**config.mk**
```make
export PLATFORM = sky130hd
export DESIGN_NAME = ser2par_align
export DESIGN_NICKNAME = d
export VERILOG_FILES = /design/src/rtl/ser2par_pkg.sv /design/src/rtl/ser2par_comma_det.sv /design/src/rtl/ser2par_align.sv
export SDC_FILE = /design/constraint.sdc
export NUM_CORES = 1
export LEC_CHECK = 0
export CORE_ASPECT_RATIO = 0.7
export CORE_MARGIN = 2
export CORE_UTILIZATION = 40
export CTS_CLUSTER_DIAMETER = 100
export DETAILED_ROUTE_END_ITERATION = 10
export PLACE_DENSITY = 0.73
export RECOVER_POWER = 100
export REMOVE_ABC_BUFFERS = 1
export SKIP_LAST_GASP = 1
export SYNTH_ARGS = -nofsm -noshare
export SYNTH_HDL_FRONTEND = slang
export SYNTH_SLANG_ARGS = --single-unit
```
**constraint.sdc**
```tcl
create_clock -name clk_i -period 1.7 [get_ports clk_i]
set_input_delay 0.17 -clock clk_i [delete_from_list [all_inputs] [get_ports clk_i]]
set_output_delay 0.17 -clock clk_i [all_outputs]
set_load 0.03 [all_outputs]
```
**src/rtl/ser2par_pkg.sv**
```systemverilog
// ser2par_pkg: alignment FSM states and the two K28.5 running-disparity encodings.
// Rev 1.0
`default_nettype none

package ser2par_pkg;

   typedef enum logic [1:0] {
      HUNT   = 2'd0,
      CHECK  = 2'd1,
      LOCKED = 2'd2
   } state_t;

   // LSB is the first bit on the wire.
   localparam logic [9:0] K28P5_RDN = 10'b0101111100;
   localparam logic [9:0] K28P5_RDP = 10'b1010000011;

endpackage

`default_nettype wire

```
**src/rtl/ser2par_comma_det.sv**
```systemverilog
// ser2par_comma_det: masked compare of a window against a comma and, optionally, its inverse.
// Rev 1.0
`default_nettype none

module ser2par_comma_det
   import ser2par_pkg::*;
#(
   parameter int               WIDTH      = 10,
   parameter logic [WIDTH-1:0] COMMA      = K28P5_RDN,
   parameter logic [WIDTH-1:0] COMMA_MASK = '1,
   parameter bit               MATCH_INV  = 1'b1
) (
   input  logic [WIDTH-1:0] window,
   output logic             match
);

   logic hit_pos;
   logic hit_neg;

   assign hit_pos = ((window ^ COMMA) & COMMA_MASK) == '0;

   generate
      if (MATCH_INV) begin : g_inv
         assign hit_neg = ((window ^ ~COMMA) & COMMA_MASK) == '0;
      end else begin : g_no_inv
         assign hit_neg = 1'b0;
      end
   endgenerate

   assign match = hit_pos | hit_neg;

endmodule

`default_nettype wire

```
**src/rtl/ser2par_align.sv**
```systemverilog
// ser2par_align: serial-to-parallel deserializer that locks its word boundary to a comma.
// Rev 1.0
`default_nettype none

module ser2par_align
   import ser2par_pkg::*;
#(
   parameter int               WIDTH      = 10,
   parameter logic [WIDTH-1:0] COMMA      = K28P5_RDN,
   parameter logic [WIDTH-1:0] COMMA_MASK = '1,
   parameter bit               MATCH_INV  = 1'b1,
   parameter int               LOCK_CNT   = 3,
   parameter int               UNLOCK_CNT = 2
) (
   input  logic             clk_i,
   input  logic             rst_i,
   input  logic             ser_valid_i,
   input  logic             ser_data_i,
   input  logic             align_en_i,
   output logic [WIDTH-1:0] par_data_o,
   output logic             par_valid_o,
   output logic             comma_o,
   output logic             locked_o
);

   localparam int PW = $clog2(WIDTH);
   localparam int GW = $clog2(LOCK_CNT + 1);
   localparam int BW = $clog2(UNLOCK_CNT + 1);

   localparam logic [PW-1:0] PH_LAST  = PW'(WIDTH - 1);
   localparam logic [GW-1:0] GOOD_MAX = GW'(LOCK_CNT);
   localparam logic [BW-1:0] BAD_MAX  = BW'(UNLOCK_CNT);

   logic [WIDTH-1:0] sr;
   logic [PW-1:0]    ph;
   state_t           state;
   state_t           state_nx;
   logic [GW-1:0]    good;
   logic [GW-1:0]    good_nx;
   logic [GW-1:0]    good_inc;
   logic [BW-1:0]    bad;
   logic [BW-1:0]    bad_nx;
   logic [BW-1:0]    bad_inc;
   logic [WIDTH-1:0] window;
   logic             boundary;
   logic             match;
   logic             realign;
   logic             emit;

   assign window   = {ser_data_i, sr[WIDTH-1:1]};
   assign boundary = (ph == PH_LAST);
   assign good_inc = (good == GOOD_MAX) ? good : good + GW'(1);
   assign bad_inc  = (bad == BAD_MAX) ? bad : bad + BW'(1);

   ser2par_comma_det #(
      .WIDTH      (WIDTH),
      .COMMA      (COMMA),
      .COMMA_MASK (COMMA_MASK),
      .MATCH_INV  (MATCH_INV)
   ) u_comma_det (
      .window (window),
      .match  (match)
   );

   always_comb begin
      state_nx = state;
      good_nx  = good;
      bad_nx   = bad;
      realign  = 1'b0;
      if (ser_valid_i && align_en_i && match) begin
         case (state)
            HUNT: begin
               good_nx = GW'(1);
               realign = !boundary;
               if (LOCK_CNT == 1) begin
                  state_nx = LOCKED;
                  bad_nx   = '0;
               end else begin
                  state_nx = CHECK;
               end
            end
            CHECK: begin
               if (boundary) begin
                  good_nx = good_inc;
                  if (good_inc == GOOD_MAX) begin
                     state_nx = LOCKED;
                     bad_nx   = '0;
                  end
               end else begin
                  realign = 1'b1;
                  good_nx = GW'(1);
               end
            end
            LOCKED: begin
               if (boundary) begin
                  bad_nx = '0;
               end else if (bad_inc == BAD_MAX) begin
                  // Too many commas off the boundary: drop lock and move to the new one.
                  state_nx = CHECK;
                  good_nx  = GW'(1);
                  bad_nx   = '0;
                  realign  = 1'b1;
               end else begin
                  bad_nx = bad_inc;
               end
            end
            default: state_nx = HUNT;
         endcase
      end
   end

   assign emit = ser_valid_i && (boundary || realign);

   always_ff @(posedge clk_i or posedge rst_i) begin
      if (rst_i) begin
         sr          <= '0;
         ph          <= '0;
         state       <= HUNT;
         good        <= '0;
         bad         <= '0;
         par_data_o  <= '0;
         par_valid_o <= 1'b0;
         comma_o     <= 1'b0;
      end else begin
         state       <= state_nx;
         good        <= good_nx;
         bad         <= bad_nx;
         par_valid_o <= emit;
         if (ser_valid_i) begin
            sr <= window;
            ph <= (boundary || realign) ? '0 : ph + PW'(1);
         end
         if (emit) begin
            par_data_o <= window;
            comma_o    <= match;
         end
      end
   end

   assign locked_o = (state == LOCKED);

endmodule

`default_nettype wire
```
==> results_dict.tcl <==
set metrics [dict create \
    status "finished with violations" \
    violations "setup timing" \
    whs_endpoint "par_data_o[1]$_DFFE_PP0P_" \
    final.setup.worst_slack_ns -0.09599 \
    async_reset_ff_share_pct 100.0 \
    end_kind "flop" \
    area_delta_synth_final_pct 33.95 \
    tightest_slew_ns 0.7659 \
    grt_first_pass_wirelength_um 4754 \
    maxSlewViolCount 0 \
    path_delay_family "simple AND/OR/NAND/NOR gates" \
    syn_area_um2 1419 \
    dr.pass1.iters 4 \
    nets 166 \
    die_area_um2 4047 \
    drc 0 \
    viasPerCell 4.990 \
    r2r_end "par_data_o[8]$_DFFE_PP0P_" \
    cts-root-buf "clkbuf_8" \
    portBuffers 17 \
    cts_tree "built" \
    die_h_um 53.83 \
    hold_path_depth 1 \
    numCtsBuffers 5 \
    coreArea_um2 3468 \
    synth_warnings 0 \
    wl_per_cell_um 13.88 \
    dp_slack_ns -0.1881 \
    worstHoldStart "par_data_o[1]$_DFFE_PP0P_" \
    drv_cap 0 \
    grt_overflow 0 \
    cts.sinks 31 \
    routed_wl_um 2901 \
    hold_viol_final 0 \
    antenna_found_initial 0 \
    drt_iter0_drc 43 \
    critPathMaxFanout 7 \
    rows 18 \
    track_usage_pct 16.28 \
    synth.distinct_cells 30 \
    arrival_ns 1.95 \
    cp_cell_sequence "and4bb_2 > and4_4 > o211a_4 > o21ai_4 > buf_6 > mux2_2" \
    rrSetupSlack_ns -0.1 \
    place_hpwl_um 2102 \
    slew-limit-headroom_pct 48.94 \
    grt_start_max_net_pins 32 \
    synth-simple-area-share_pct 12.26 \
    ios 18 \
    reg2regPathDepth 6 \
    required_ns 1.86 \
    gp_congestion 0.8855 \
    num_vias 1043 \
    synth-compound-area-share_pct 10.58 \
    cp-start-kind "flop" \
    ant_nets 0 \
    syn_area_per_cell_um2 12.23 \
    tns_ns -0.7281 \
    grt_pass1_vias 1039 \
    htreeDepth 2 \
    yosysSeqAreaShare_pct 54.67 \
    diodes 0 \
    power_density_nw_per_um2 1565 \
    synth_edf_count 0 \
    clock_latency_ns 0.28 \
    setup.worst_path.class "flop to flop" \
    slowest_delay_ns 0.39 \
    period_minus_slack_ns 1.796 \
    timing.hold.worst.class "flop to flop" \
    finClkSkew_ns 0.005842 \
    irDropWorstVdd_mv 0.7916 \
    power_leakage_nw 0.8700 \
    final_util_pct 54.80 \
    ys_ff_latch 31 \
    cp.buffers_inverters 1 \
    netlist_instances 116 \
    cts.clk_slew.worst_paths_ns 0.07 \
    clock.fmax_mhz 556.8 \
    slowest_stage "dfrtp_1" \
    finalCritPeriodShare_pct 105.6 \
    cts_hold_buf 0 \
    setup-violations-final 10 \
    synthAdderAreaFrac_pct 2.646 \
    muxShareOfSynthArea_pct 15.87 \
    layout-drive-gt1-share_pct 35.22 \
    clock_tree.buffer_depth 2 \
    synth_xor_xnor_area_share_pct 0 \
    synth_top_family_by_area "multiplexers" \
    die_w_um 75.19 \
    reg2reg_from "sr[1]$_DFFE_PP0P_" \
    initial_core_util_pct 40.91 \
    synth_flop_cell "dfrtp_1" \
    rsz0062_at_grt "true" \
]
## kinds of logic after synthesis
family                     count (synthesis)
DFF                                       31
adders and majority gates                  3
AOI/OAI and AO/OA                         21
buffers and inverters                     13
muxes                                     20
and+or+nand+nor                           28
## registers in the layout, indices dropped and copies added (netlist names)
signal and count:
par_valid_o 1, state 2, bad 2, par_data_o 10, ph 4, good 2
comma_o 1, sr 9
## synthesized netlist by cell type, drive strengths merged, types with 2 or more instances
cell type  number  area (µm²)
a21oi           5       25.02
clkbuf          2       7.510
dfrtp          31       775.7
ha              3       37.54
inv            10       37.54
mux2           20       225.2
nand2           5       18.77
nand3           5       25.02
nor2            5       18.77
nor3            2       10.01
nor4            3       33.78
o21ai           7       46.29
o22ai           2       12.51
o2bb2ai         2       17.52
or3             2       12.51
## worst max-delay path by stage
| stage | from | endpoint | slack (ns) | depth (start not counted) |
|---|---|---|---|---|
| global route | sr[1]$_DFFE_PP0P_ | par_data_o[8]$_DFFE_PP0P_ | -0.15 | 6 |
| finish | sr[1]$_DFFE_PP0P_ | par_data_o[8]$_DFFE_PP0P_ | -0.1 | 6 |
| CTS | sr[1]$_DFFE_PP0P_ | par_data_o[8]$_DFFE_PP0P_ | -0.11 | 6 |
| global placement | ser_data_i | par_data_o[0]$_DFFE_PP0P_ | -0.14 | 6 |
| detailed placement | ser_data_i | par_data_o[8]$_DFFE_PP0P_ | -0.19 | 6 |
| floorplan | sr[3]$_DFFE_PP0P_ | par_data_o[0]$_DFFE_PP0P_ | -0.1 | 5 |
## repair_timing
action | 4_1_cts | 5_1_grt
cloned | 0 | 0
setup endpoints to repair | 13 | 16
setup buffers | 1 | 0
pin swaps | 1 | 2
resized for setup | 9 | 2
## per-stage QoR
stage | total power [W] | instances | hold WS [ns] | instance area [µm²]
6_report | 0.002975 | 209 | 0.5014 | 1901
5_1_grt | 0.003167 | 209 | 0.5270 | 1901
4_1_cts | 0.003065 | 209 | 0.2918 | 1899
3_5_place_dp | 0.002426 | 200 | 0.4931 | 1783
3_3_place_gp | 0.002375 | 200 | 0.4855 | 1783
2_1_floorplan | 0.001878 | 113 | 0.2735 | 1400
## layer usage
layer / global-route usage (%) / share of wire, %
met5: 0 / 0
met1: 20.82 / 47
met4: 5.263 / 0.65
met3: 6.367 / 4.8
met2: 25.58 / 47
## layout by cell type, fill, tap and decap left out, types with 2 or more instances in the layout
cell              n
nor3_1            2
nand3_1           5
mux2_2           16
dlygate4sd3_1    13
a21oi_1           5
ha_1              3
mux2_4            4
o22ai_1           2
buf_4            18
clkbuf_8          5
buf_6             2
dfrtp_1          31
or3_1             2
clkbuf_1          2
nor2_1            5
nand2_1           5
o21ai_0           3
o2bb2ai_1         2
inv_1            10
clkdlybuf4s50_1   3
o21ai_1           2
## cell type report
class | count | area [µm²]
clock buffers | 7 | 76.32
clock inverters | 1 | 5.005
fillers | 308 | 1568
inverters | 10 | 37.54
multi-input cells | 72 | 611.8
flip-flops and latches | 31 | 775.7
well taps | 50 | 62.56
repair buffers | 38 | 331.6
## worst reg2reg max path, stage by stage (launching register included)
cell	delay, ns
dfrtp_1	0.39
and4bb_2	0.23
and4_4	0.18
o211a_4	0.24
o21ai_4	0.14
buf_6	0.15
mux2_2	0.34
## where the power goes
group          switching, W  internal [W]  total, W
sequential         0.000176      0.000991   0.00117
combinational      0.000637      0.000628   0.00127
clock              0.000256      0.000287  0.000543
No activity file was read; power rests on OpenSTA's default activity.
